==> config.mk <==
export PLATFORM = sky130hd
export DESIGN_NAME = kf_seq_ctrl
export DESIGN_NICKNAME = d
export VERILOG_FILES = /design/src/rtl/kf_seq_ctrl.sv
export SDC_FILE = /design/constraint.sdc
export NUM_CORES = 1
export LEC_CHECK = 0
export CAP_MARGIN = 5
export CORE_MARGIN = 4
export CORE_UTILIZATION = 46
export CTS_CLUSTER_SIZE = 24
export DETAILED_ROUTE_END_ITERATION = 6
export DONT_BUFFER_PORTS = 1
export PLACE_DENSITY = 0.62
export SLEW_MARGIN = 10
export SYNTH_ARGS = -nofsm -noshare
export SYNTH_HDL_FRONTEND = slang
export SYNTH_SLANG_ARGS = --single-unit
==> constraint.sdc <==
create_clock -name clk -period 2.4 [get_ports clk]
set_clock_uncertainty 0.15 [all_clocks]
set_input_delay 0.24 -clock clk [delete_from_list [all_inputs] [get_ports clk]]
set_output_delay 0.24 -clock clk [all_outputs]
set_load 0.01 [all_outputs]
==> src/rtl/kf_seq_ctrl.sv <==
// Micro-sequencer for the Kalman-filter mem_reg/ALU datapath: fetch, latch, execute, measurement wait.
// Optional illegal-opcode trap enabled by defining KF_SEQ_ERRCHK_EN.
module kf_seq_ctrl #(
  parameter int unsigned ADDRW   = 5,
  parameter int unsigned PCW     = 8,
  parameter int unsigned ALU_LAT = 0
) (
  input  logic                    clk,
  input  logic                    rst_n,
  input  logic                    start,
  input  logic [PCW-1:0]          base_addr,
  output logic                    busy,
  output logic                    done,
  output logic                    err,
  output logic [PCW-1:0]          prog_addr,
  output logic                    prog_rd,
  input  logic [6+2*ADDRW-1:0]    instr,
  input  logic                    meas_valid,
  output logic                    meas_ack,
  output logic [ADDRW-1:0]        dira,
  output logic [ADDRW-1:0]        dirb,
  output logic                    write,
  output logic                    rq_we,
  output logic                    rd_we,
  output logic [2:0]              alu_op
);

  localparam int unsigned IW = 6 + 2*ADDRW;
  localparam int unsigned CW = 3;
  localparam logic [CW-1:0] LAT = CW'(ALU_LAT);

  localparam logic [2:0] OP_ADD   = 3'b001;
  localparam logic [2:0] OP_SUB   = 3'b010;
  localparam logic [2:0] OP_MUL   = 3'b011;
  localparam logic [2:0] OP_MOV   = 3'b100;
  localparam logic [2:0] OP_WAITM = 3'b101;
  localparam logic [2:0] OP_HALT  = 3'b111;
`ifdef KF_SEQ_ERRCHK_EN
  localparam logic [2:0] OP_RSVD  = 3'b110;
`endif

  typedef enum logic [2:0] {
    S_IDLE  = 3'd0,
    S_FETCH = 3'd1,
    S_LATCH = 3'd2,
    S_EXEC  = 3'd3,
    S_WAITM = 3'd4,
    S_DONE  = 3'd5
  } state_t;

  state_t           r_state;
  logic [PCW-1:0]   r_pc;
  logic [IW-1:0]    r_ir;
  logic [CW-1:0]    r_cnt;
  logic             r_busy;
  logic             r_done;
  logic             r_prog_rd;
  logic [ADDRW-1:0] r_dira;
  logic [ADDRW-1:0] r_dirb;
  logic [2:0]       r_alu_op;
  logic [2:0]       r_en;      // {rd_we, rq_we, write}

  logic [2:0]       w_op;
  logic [1:0]       w_tgt;
  logic [ADDRW-1:0] w_dira;
  logic [ADDRW-1:0] w_dirb;
  logic [2:0]       w_en_new;
  logic [2:0]       w_en_ir;
  logic             w_unused;

  // Write-enable one-hot for a data-producing op; NOP/WAITM/HALT/tgt=11 produce none.
  function automatic logic [2:0] en_of(input logic [2:0] op, input logic [1:0] tgt);
    logic [2:0] v;
    v = 3'b000;
    if (op == OP_ADD || op == OP_SUB || op == OP_MUL || op == OP_MOV) begin
      case (tgt)
        2'b00:   v = 3'b001;
        2'b01:   v = 3'b010;
        2'b10:   v = 3'b100;
        default: v = 3'b000;
      endcase
    end
    return v;
  endfunction

  assign w_op     = instr[IW-1 -: 3];
  assign w_tgt    = instr[IW-4 -: 2];
  assign w_dira   = instr[IW-6 -: ADDRW];
  assign w_dirb   = instr[ADDRW:1];
  assign w_en_new = en_of(w_op, w_tgt);
  assign w_en_ir  = en_of(r_ir[IW-1 -: 3], r_ir[IW-4 -: 2]);
  assign w_unused = ^{r_ir[IW-6:0], instr[0]};

`ifdef KF_SEQ_ERRCHK_EN
  logic r_err;
  assign err = r_err;
`else
  assign err = 1'b0;
`endif

  always_ff @(posedge clk or negedge rst_n) begin
    if (!rst_n) begin
      r_state   <= S_IDLE;
      r_pc      <= '0;
      r_ir      <= '0;
      r_cnt     <= '0;
      r_busy    <= 1'b0;
      r_done    <= 1'b0;
      r_prog_rd <= 1'b0;
      r_dira    <= '0;
      r_dirb    <= '0;
      r_alu_op  <= 3'b000;
      r_en      <= 3'b000;
`ifdef KF_SEQ_ERRCHK_EN
      r_err     <= 1'b0;
`endif
    end else begin
      case (r_state)
        S_IDLE: begin
          if (start) begin
            r_pc      <= base_addr;
            r_busy    <= 1'b1;
            r_prog_rd <= 1'b1;
            r_state   <= S_FETCH;
`ifdef KF_SEQ_ERRCHK_EN
            r_err     <= 1'b0;
`endif
          end
        end
        S_FETCH: begin
          r_prog_rd <= 1'b0;
          r_state   <= S_LATCH;
        end
        S_LATCH: begin
          r_ir <= instr;
          case (w_op)
            OP_HALT: begin
              r_done  <= 1'b1;
              r_state <= S_DONE;
            end
            OP_WAITM: r_state <= S_WAITM;
`ifdef KF_SEQ_ERRCHK_EN
            OP_RSVD: begin
              r_err   <= 1'b1;
              r_done  <= 1'b1;
              r_state <= S_DONE;
            end
`endif
            default: begin
              r_cnt    <= '0;
              r_dira   <= w_dira;
              r_dirb   <= w_dirb;
              r_alu_op <= w_op;
              r_en     <= (LAT == '0) ? w_en_new : 3'b000;
              r_state  <= S_EXEC;
            end
          endcase
        end
        // Enable is raised only for the last of the ALU_LAT+1 hold cycles.
        S_EXEC: begin
          if (r_cnt == LAT) begin
            r_en      <= 3'b000;
            r_alu_op  <= 3'b000;
            r_pc      <= r_pc + PCW'(1);
            r_prog_rd <= 1'b1;
            r_state   <= S_FETCH;
          end else begin
            r_cnt <= r_cnt + CW'(1);
            if (CW'(r_cnt + CW'(1)) == LAT) r_en <= w_en_ir;
          end
        end
        S_WAITM: begin
          if (meas_valid) begin
            r_pc      <= r_pc + PCW'(1);
            r_prog_rd <= 1'b1;
            r_state   <= S_FETCH;
          end
        end
        S_DONE: begin
          r_done  <= 1'b0;
          r_busy  <= 1'b0;
          r_state <= S_IDLE;
        end
        default: r_state <= S_IDLE;
      endcase
    end
  end

  // Ack is qualified by state so meas_valid outside WAITM has no effect.
  assign meas_ack  = (r_state == S_WAITM) && meas_valid;
  assign busy      = r_busy;
  assign done      = r_done;
  assign prog_addr = r_pc;
  assign prog_rd   = r_prog_rd;
  assign dira      = r_dira;
  assign dirb      = r_dirb;
  assign alu_op    = r_alu_op;
  assign write     = r_en[0];
  assign rq_we     = r_en[1];
  assign rd_we     = r_en[2];

endmodule

# Yosys cells after proc, flatten, opt, wreduce, memory -nomap -nowiden

Index checks and enable logic that the tools add are counted.

Logic and storage cells: 97
Output and inout bits: 29
Register bits: 49
Bits of input ports: 28

Equal/unequal tests: 26
Mux-type cells: 30
$add $sub $neg: 2
Bitwise operators: 1
Reductions and logical operators: 27

Operator list:

| kind                                          | count |
|---|---|
| two-way mux 3 bit                             | 12 |
| two-way mux 8 bit                             | 3 |
| case mux 3 bit (2 select lines)               | 4 |
| case mux 8 bit (3 select lines)               | 1 |
| == test 3 x 2 -> 1 bit, second input constant | 6 |
| == test 3 bit, second input constant          | 6 |
| case mux 3 bit (3 select lines)               | 2 |
| case mux 3 bit (5 select lines)               | 1 |
| inequality test 2 bit, second input constant  | 6 |
| AND reduction 3 bit                           | 4 |
| == test 3 x 1 -> 1 bit, second input constant | 3 |
| zero test 3 bit                               | 3 |
| adder 8 x 1 -> 8 bit, second input constant   | 1 |
| AND reduction 4 bit                           | 2 |
| logical OR 1 bit                              | 6 |
| AND reduction 2 bit                           | 3 |
| nonzero test 2 bit                            | 3 |
| == test 2 x 1 -> 1 bit, second input constant | 2 |
| == test 2 bit, second input constant          | 2 |
| zero test 2 bit                               | 2 |
| two-way mux 1 bit                             | 4 |
| case mux 1 bit (2 select lines)               | 2 |
| case mux 1 bit (4 select lines)               | 1 |
| nonzero test 4 bit                            | 1 |
| 6 further kinds                               | 6 |

# Logic depth before layout (Yosys ltp)

Gate-level depths: netlist of run 1.

Depth after elaboration: 8
Depth in mapped cells: 7

# Worst setup path after synthesis of run 1

No wires, ideal clock.

Path type: register to register
From: register r_cnt[0]
To: register r_pc[4] (netlist: prog_addr[4])
Path slack: 634 ps
Stages on the path, launching flop included: 7
Library setup time: 121 ps
Buffers on the path: 1
Required time: 2,129 ps
Period minus slack after synthesis: 1,766 ps
Data arrival time: 1,495 ps
Cell sequence: dfrtp_1 inv_1 ha_1 and4b_1 a221o_1 buf_6 a22o_1

Longest elaborated chain between the ends: 3

RTL lines:

| element                                | RTL line | RTL |
|---|---|---|
| from (decl)                            | 54       | `logic [CW-1:0] r_cnt;` |
| from (signal assigned)                 | 168      | `r_cnt <= r_cnt + CW'(1);` |
| zero test 3 bit                        | 161      | `if (r_cnt == LAT) begin` |
| inequality test 2 bit (no source line) | n/a      |  |
| AND reduction 4 bit (no source line)   | n/a      |  |
| to (signal assigned)                   | 121      | `r_pc <= base_addr;` |
| to (signal assigned)                   | 164      | `r_pc <= r_pc + PCW'(1);` |
| to (signal assigned)                   | 174      | `r_pc <= r_pc + PCW'(1);` |
| to (decl)                              | 52       | `logic [PCW-1:0] r_pc;` |

Every way passes these cells.
A chain may end at the register's enable or synchronous reset.

# Worst setup path after layout of run 1

From: register r_state[1]
To: register r_pc[6] (netlist: prog_addr[6])

Longest elaborated chain between the ends: 3
Elaborated cells on any way between the ends: 9
Those cells by class: eq/ne: 5; mux: 1; reduce/logical: 3

RTL lines:

| element                                                                             | RTL line | RTL |
|---|---|---|
| from (decl)                                                                         | 51       | `state_t r_state;` |
| from (signal assigned)                                                              | 103      | `r_state <= S_IDLE;` |
| from (signal assigned)                                                              | 124      | `r_state <= S_FETCH;` |
| from (signal assigned)                                                              | 132      | `r_state <= S_LATCH;` |
| == test 3 x 2 -> 1 bit (tied with other cells)                                      | 118      | `case (r_state)` |
| inequality test 2 bit (no source line) / nonzero test 3 bit (equally long branches) | n/a      |  |
| AND reduction 4 bit (no source line)                                                | n/a      |  |

Parallel ways exist; a longest one is shown, timed or not.

==> results.cfg, run 1 <==
[clocking]
clockBufferDepth = 2
cts_max_level = 2
clock_sinks = 38
cts_root_buffer = clkbuf_8
cts_made_buffers = 5
clkLatencyLatePin_ns = 0.29
cts_tree = yes
post_cts_buffers = 0
clk_pin_slew_worst_paths_ns = 0.08

[route]
drc_errors = 0
ant_nets = 0
vias = 1542
wire_per_inst_um = 17.3
dr.pass1.iters = 4
drt_iter0_markers = 78
via_per_inst = 5.80
drt-total-wl_um = 4600

[yosys]
yosysUniqueCellTypes = 44
syn_area_per_cell_um2 = 10.7
ys_ff_latch = 38
synth_cells = 193
syn-cell-area_mm2 = 0.00206
synth_area_leader_cell = dfrtp_1
yosysWarnings = 0
synth.top_cells.by_area = dfrtp_1, mux2_2, o21ai_0, ha_1, nand2_1
syn-num-nets = 225
seq_area_frac_synth = 0.461
synthDominantCellAreaShare = 0.461

[finish]
drive_gt1_frac = 0.192
layout_common_cells = dfrtp_1, mux2_2, dlygate4sd3_1
area_delta_synth_final_pct = 17.1
diodes = 0
layoutNonFillerInstCount = 266
finalInstanceArea_mm2 = 0.00241
layout.nets = 245
mostFrequentLayoutCell = dfrtp_1
num-fill-cells = 393

[worst_setup_path]
crit_required_ns = 2.43
start_kind = flip-flop
reg2regPathDepth = 4
critPathMaxFanout = 15
end_kind = flip-flop
worstPathArrival_ns = 2.23
rrSetupSlack_ns = 0.20
crit_type = reg2reg

[die]
die_h_um = 74.9
dieArea_mm2 = 0.00561
initial_utilization = 0.473
dieWidth_um = 74.9
io_pins = 57
core_area_mm2 = 0.00435
rows = 24

[placed_design]
placed_cell_area_mm2 = 0.00209
dp.cells = 240
gp_congestion = 0.779
portBuffers = 0
post-dp-hpwl_um = 3280

[hold_path]
hp-class = in2reg
hold_depth = 2

[timing]
fmax_mhz = 454
min_period_over_period = 0.917
slew_headroom = 0.664
drv_slew = 0
worst_slew_pin_slew_ns = 0.504
setup_viol = 0
fin_crit_ns = 2.20
fin_tns_setup_ns = 0
hold_viol = 0
rsz0062_at_grt = false

[power]
ir_drop_mv = 0.539
p_leak_nw = 1.06
p_per_area_mw_per_mm2 = 1390

[global_routing]
grt_pass1_wl_um = 7450
grt_start_max_net_pins = 39
grt_pass1_vias = 1586
antenna_found_initial = 0
grt_use_total = 0.175
grt.overflow.total = 0

[run_status]
outcome = completed

[flow_run]
maxCapViolations = 0
==> flip-flops by register name, indices dropped and copies added, names as in the netlist <==
| signal | flops |
|---|---|
| done | 1 |
| dirb | 5 |
| alu_op | 3 |
| busy | 1 |
| r_ir | 5 |
| dira | 5 |
| r_cnt | 3 |
| r_state | 3 |
| prog_addr | 8 |
| r_en | 3 |
| prog_rd | 1 |
==> per-stage QoR <==
step	total power, W	util	hold slack [ns]	worst slack, ns
2_1_floorplan	0.00241	-	-0.206	0.634
3_3_place_gp	0.00258	0.479	-0.204	0.300
3_5_place_dp	0.00267	0.479	-0.204	0.232
4_1_cts	0.00337	0.554	0.0131	0.211
5_1_grt	0.00360	0.554	0.0377	0.0721
6_report	0.00335	0.554	0.0196	0.199
==> worst max-delay path, cell delays in order (launching register included) <==
cell      delay (ns)
dfrtp_1         0.53
and4bb_1        0.47
a221o_1         0.48
o21ai_0         0.20
a22o_1          0.27
==> Yosys cell counts <==
cell / number
a221o_1: 1
ha_1: 4
and2b_1: 1
nor2_1: 9
o2bb2ai_1: 2
buf_4: 4
a22oi_4: 1
buf_6: 2
or2_2: 1
mux2i_1: 4
a22oi_2: 2
dfrtp_1: 38
conb_1: 1
a22o_1: 4
a31oi_1: 3
and3_1: 2
o211ai_1: 1
nand2_1: 11
buf_2: 2
inv_1: 10
nor2_4: 2
and4bb_1: 1
mux2_2: 21
inv_2: 1
mux2_1: 1
a211oi_1: 2
nor3_1: 3
nand4_1: 2
a221oi_1: 1
nor2b_1: 2
a21oi_1: 7
o21ai_0: 15
and4b_1: 1
nand3b_1: 3
nand2b_1: 4
a21o_1: 1
nand2_2: 1
o21ai_1: 1
o21bai_1: 4
o22ai_1: 3
a22oi_1: 1
or3_1: 5
a32o_1: 3
nand3_1: 5
==> power by group <==
group	internal (W)	leakage, nW	total (W)	switching, W
registers	0.000932	0.453	0.00132	0.000387
clock network	0.000416	0.0683	0.000655	0.000239
logic	0.000656	0.534	0.00137	0.000715
==> kinds of logic (layout without fill, tap and decap cells) <==
kind of cell    count (synthesis)  in the layout  share of synthesized area
mux                            26             26                      0.140
compound gates                 52             52                      0.179
fa+ha+maj                       4              4                     0.0243
buf+inv                        19             40                     0.0504
flops                          38             38                      0.461
other cells                     1              1                    0.00182
simple gates                   53             53                      0.144
==> routing by layer <==
| metal | up-vias | GRT usage | share of wire |
|---|---|---|---|
| met5 | - | 0 | 0 |
| met4 | 0 | 0.0534 | 0.0078 |
| met3 | 4 | 0.0681 | 0.080 |
| met2 | 46 | 0.293 | 0.50 |
| met1 | 748 | 0.208 | 0.41 |
| li1 | 744 | - | - |
==> timing repair <==
action                    4_1_cts  5_1_grt
hold endpoints to repair       56        0
hold buffers                   18        0
resized for setup               0        0
==> path summary, 6_finish.rpt <==
path,start,to
worst max-delay path,r_state[1]$_DFFE_PN0P_,prog_addr[6]$_DFFE_PN0P_
worst min-delay path,instr[14],alu_op[1]$_DFFE_PN0P_
worst max register to register,r_state[1]$_DFFE_PN0P_,prog_addr[6]$_DFFE_PN0P_
worst min register to register,r_ir[14]$_DFFE_PN0N_,r_ir[14]$_DFFE_PN0N_
max in group asynchronous,rst_n,r_en[2]$_DFFE_PN0P_
min in group asynchronous,rst_n,prog_rd$_DFFE_PN0P_
==> final cells by class <==
cell class	instances	area, um^2	share of cell area
Multi-Input combinational cell	136	1010	0.417
Sequential cell	38	951	0.394
Timing Repair Buffer	21	213	0.0881
Clock buffer	5	68.8	0.0285
Clock inverter	3	68.8	0.0285
Tap cell	52	65.1	0.0270
Inverter	11	41.3	0.0171
Power figures use the tool's default switching activity.
==> run 2, diff against run 1 <==
--- a/config.mk
+++ b/config.mk
@@ -5,8 +5,7 @@
 export SDC_FILE = /design/constraint.sdc
 export NUM_CORES = 1
 export LEC_CHECK = 0
-export CAP_MARGIN = 5
-export CORE_MARGIN = 4
+export CORE_MARGIN = 2
 export CORE_UTILIZATION = 46
 export CTS_CLUSTER_SIZE = 24
 export DETAILED_ROUTE_END_ITERATION = 6
==> constraint.sdc (replaced) <==
create_clock -name clk -period 2.8 [get_ports clk]
set_clock_uncertainty 0.15 [all_clocks]
set_input_delay 0.28 -clock clk [delete_from_list [all_inputs] [get_ports clk]]
set_output_delay 0.28 -clock clk [all_outputs]
set_load 0.01 [all_outputs]
==> results.cfg, run 2 (synthesis results as in run 1) <==
[clocking]
cts_tree = yes
cts_root_buffer = clkbuf_8
clkLatencyLatePin_ns = 0.29
post_cts_buffers = 0
clockBufferDepth = 2
clk_pin_slew_worst_paths_ns = 0.08
cts_max_level = 2
postCtsHoldBufs = 15
clock_sinks = 38
cts_made_buffers = 5
ctsResizeCount = 0

[worst_setup_path]
crit_required_ns = 2.83
crit_type = reg2reg
reg2regPathDepth = 5
rrSetupSlack_ns = 0.57
timing.rr.end = prog_addr[6]$_DFFE_PN0P_
critPathMaxFanout = 17
start_kind = flip-flop
crit_start = r_state[0]$_DFFE_PN0P_
cp-endpoint = prog_addr[6]$_DFFE_PN0P_
r2r_start = r_state[0]$_DFFE_PN0P_
worstPathArrival_ns = 2.27
end_kind = flip-flop

[timing]
fin_tns_setup_ns = 0
hold_viol = 0
setup_viol = 0
fmax_mhz = 448
fin_crit_ns = 2.23
rsz0062_at_grt = false
setup_ws_ns = 0.569
holdWs_ns = 0.0203
min_period_over_period = 0.797
drv_slew = 0

[finish]
layout_common_cells = dfrtp_1, mux2_2, dlygate4sd3_1
post-route-util = 0.543
layout.nets = 242
multi_input_comb_area_mm2 = 0.00101
num-fill-cells = 392
largest_reg_flops = 8
layoutNonFillerInstCount = 263
mostFrequentLayoutCell = dfrtp_1
area_delta_synth_final_pct = 13.8
diodes = 0
drive_gt1_frac = 0.185
regArea_um2 = 951

[flow_run]
maxCapViolations = 0

[power]
p_per_area_mw_per_mm2 = 1140
p_leak_nw = 1.02
ir_drop_mv = 0.537

[global_routing]
grt_start_max_net_pins = 39
grt.overflow.total = 0
grt_pass1_wl_um = 7320
grt_pass1_vias = 1591
antenna_found_initial = 0
grt_use_total = 0.182

[die]
io_pins = 57
die_h_um = 70.9
rows = 24
dieArea_mm2 = 0.00503
initial_utilization = 0.477
dieWidth_um = 70.9
core_area_mm2 = 0.00432

[hold_path]
hp-class = in2reg
hold_depth = 1

[route]
wire_per_inst_um = 16.8
via_per_inst = 5.97
vias = 1569
dr.pass1.iters = 4
ant_nets = 0
drc_errors = 0
drt_iter0_markers = 91
drt-total-wl_um = 4410

[run_status]
outcome = completed

[placed_design]
portBuffers = 0
post-dp-hpwl_um = 3150
gp_congestion = 0.783
place_ws_ns = 0.547
dp.cells = 238
run 2: cell count changes in the layout (fill, tap and decap cells not counted), sizes merged:
cell / change
clkinvlp: +1
dlygate4sd3: -1
clkbuf: +1
bufinv: -2
buf: -2
run 2: routing by layer:
metal,up-vias,share of wire,track usage
met1,776,0.42,0.232
met4,0,0.0095,0.0503
li1,740,-,-
met3,5,0.066,0.0527
met2,48,0.51,0.302
met5,-,0,0
run 2: cell type report:
class                      instances  area share
clock inverter                     2     0.00533
clock buffer                       6      0.0352
timing repair buffer              18      0.0800
sequential                        38       0.405
inverter                          11      0.0176
tap                               52      0.0277
multi-input combinational        136       0.429
run 2: worst min-delay path by stage:
stage,startpoint,to,slack [ns]
6_report,instr[15],alu_op[2]$_DFFE_PN0P_,0.02
5_1_grt,instr[13],alu_op[0]$_DFFE_PN0P_,0.009
4_1_cts,instr[14],r_ir[14]$_DFFE_PN0N_,0.003
3_5_place_dp,rst_n,prog_rd$_DFFE_PN0P_,-0.16
3_3_place_gp,rst_n,prog_rd$_DFFE_PN0P_,-0.16
2_1_floorplan,rst_n,alu_op[0]$_DFFE_PN0P_,-0.17
run 2: through the flow:
step,power [W],cell area (um^2)
2_1_floorplan,0.00207,2060
3_3_place_gp,0.00219,2070
3_5_place_dp,0.00227,2070
4_1_cts,0.00269,2330
5_1_grt,0.00289,2350
6_report,0.00268,2350
run 2: critical path, stage by stage (launching register included):
cell     delay, ns
dfrtp_1       0.53
buf_4         0.29
and4b_1       0.23
a221o_1       0.46
o21ai_0       0.21
a22o_1        0.26
run 2: power breakdown:
part	switching, W	leakage [nW]	total [W]	internal, W
sequential	0.000352	0.453	0.00115	0.000799
clock	0.000193	0.0472	0.000391	0.000198
combinational	0.000588	0.520	0.00114	0.000548
total	0.00113	1.02	0.00268	0.00155
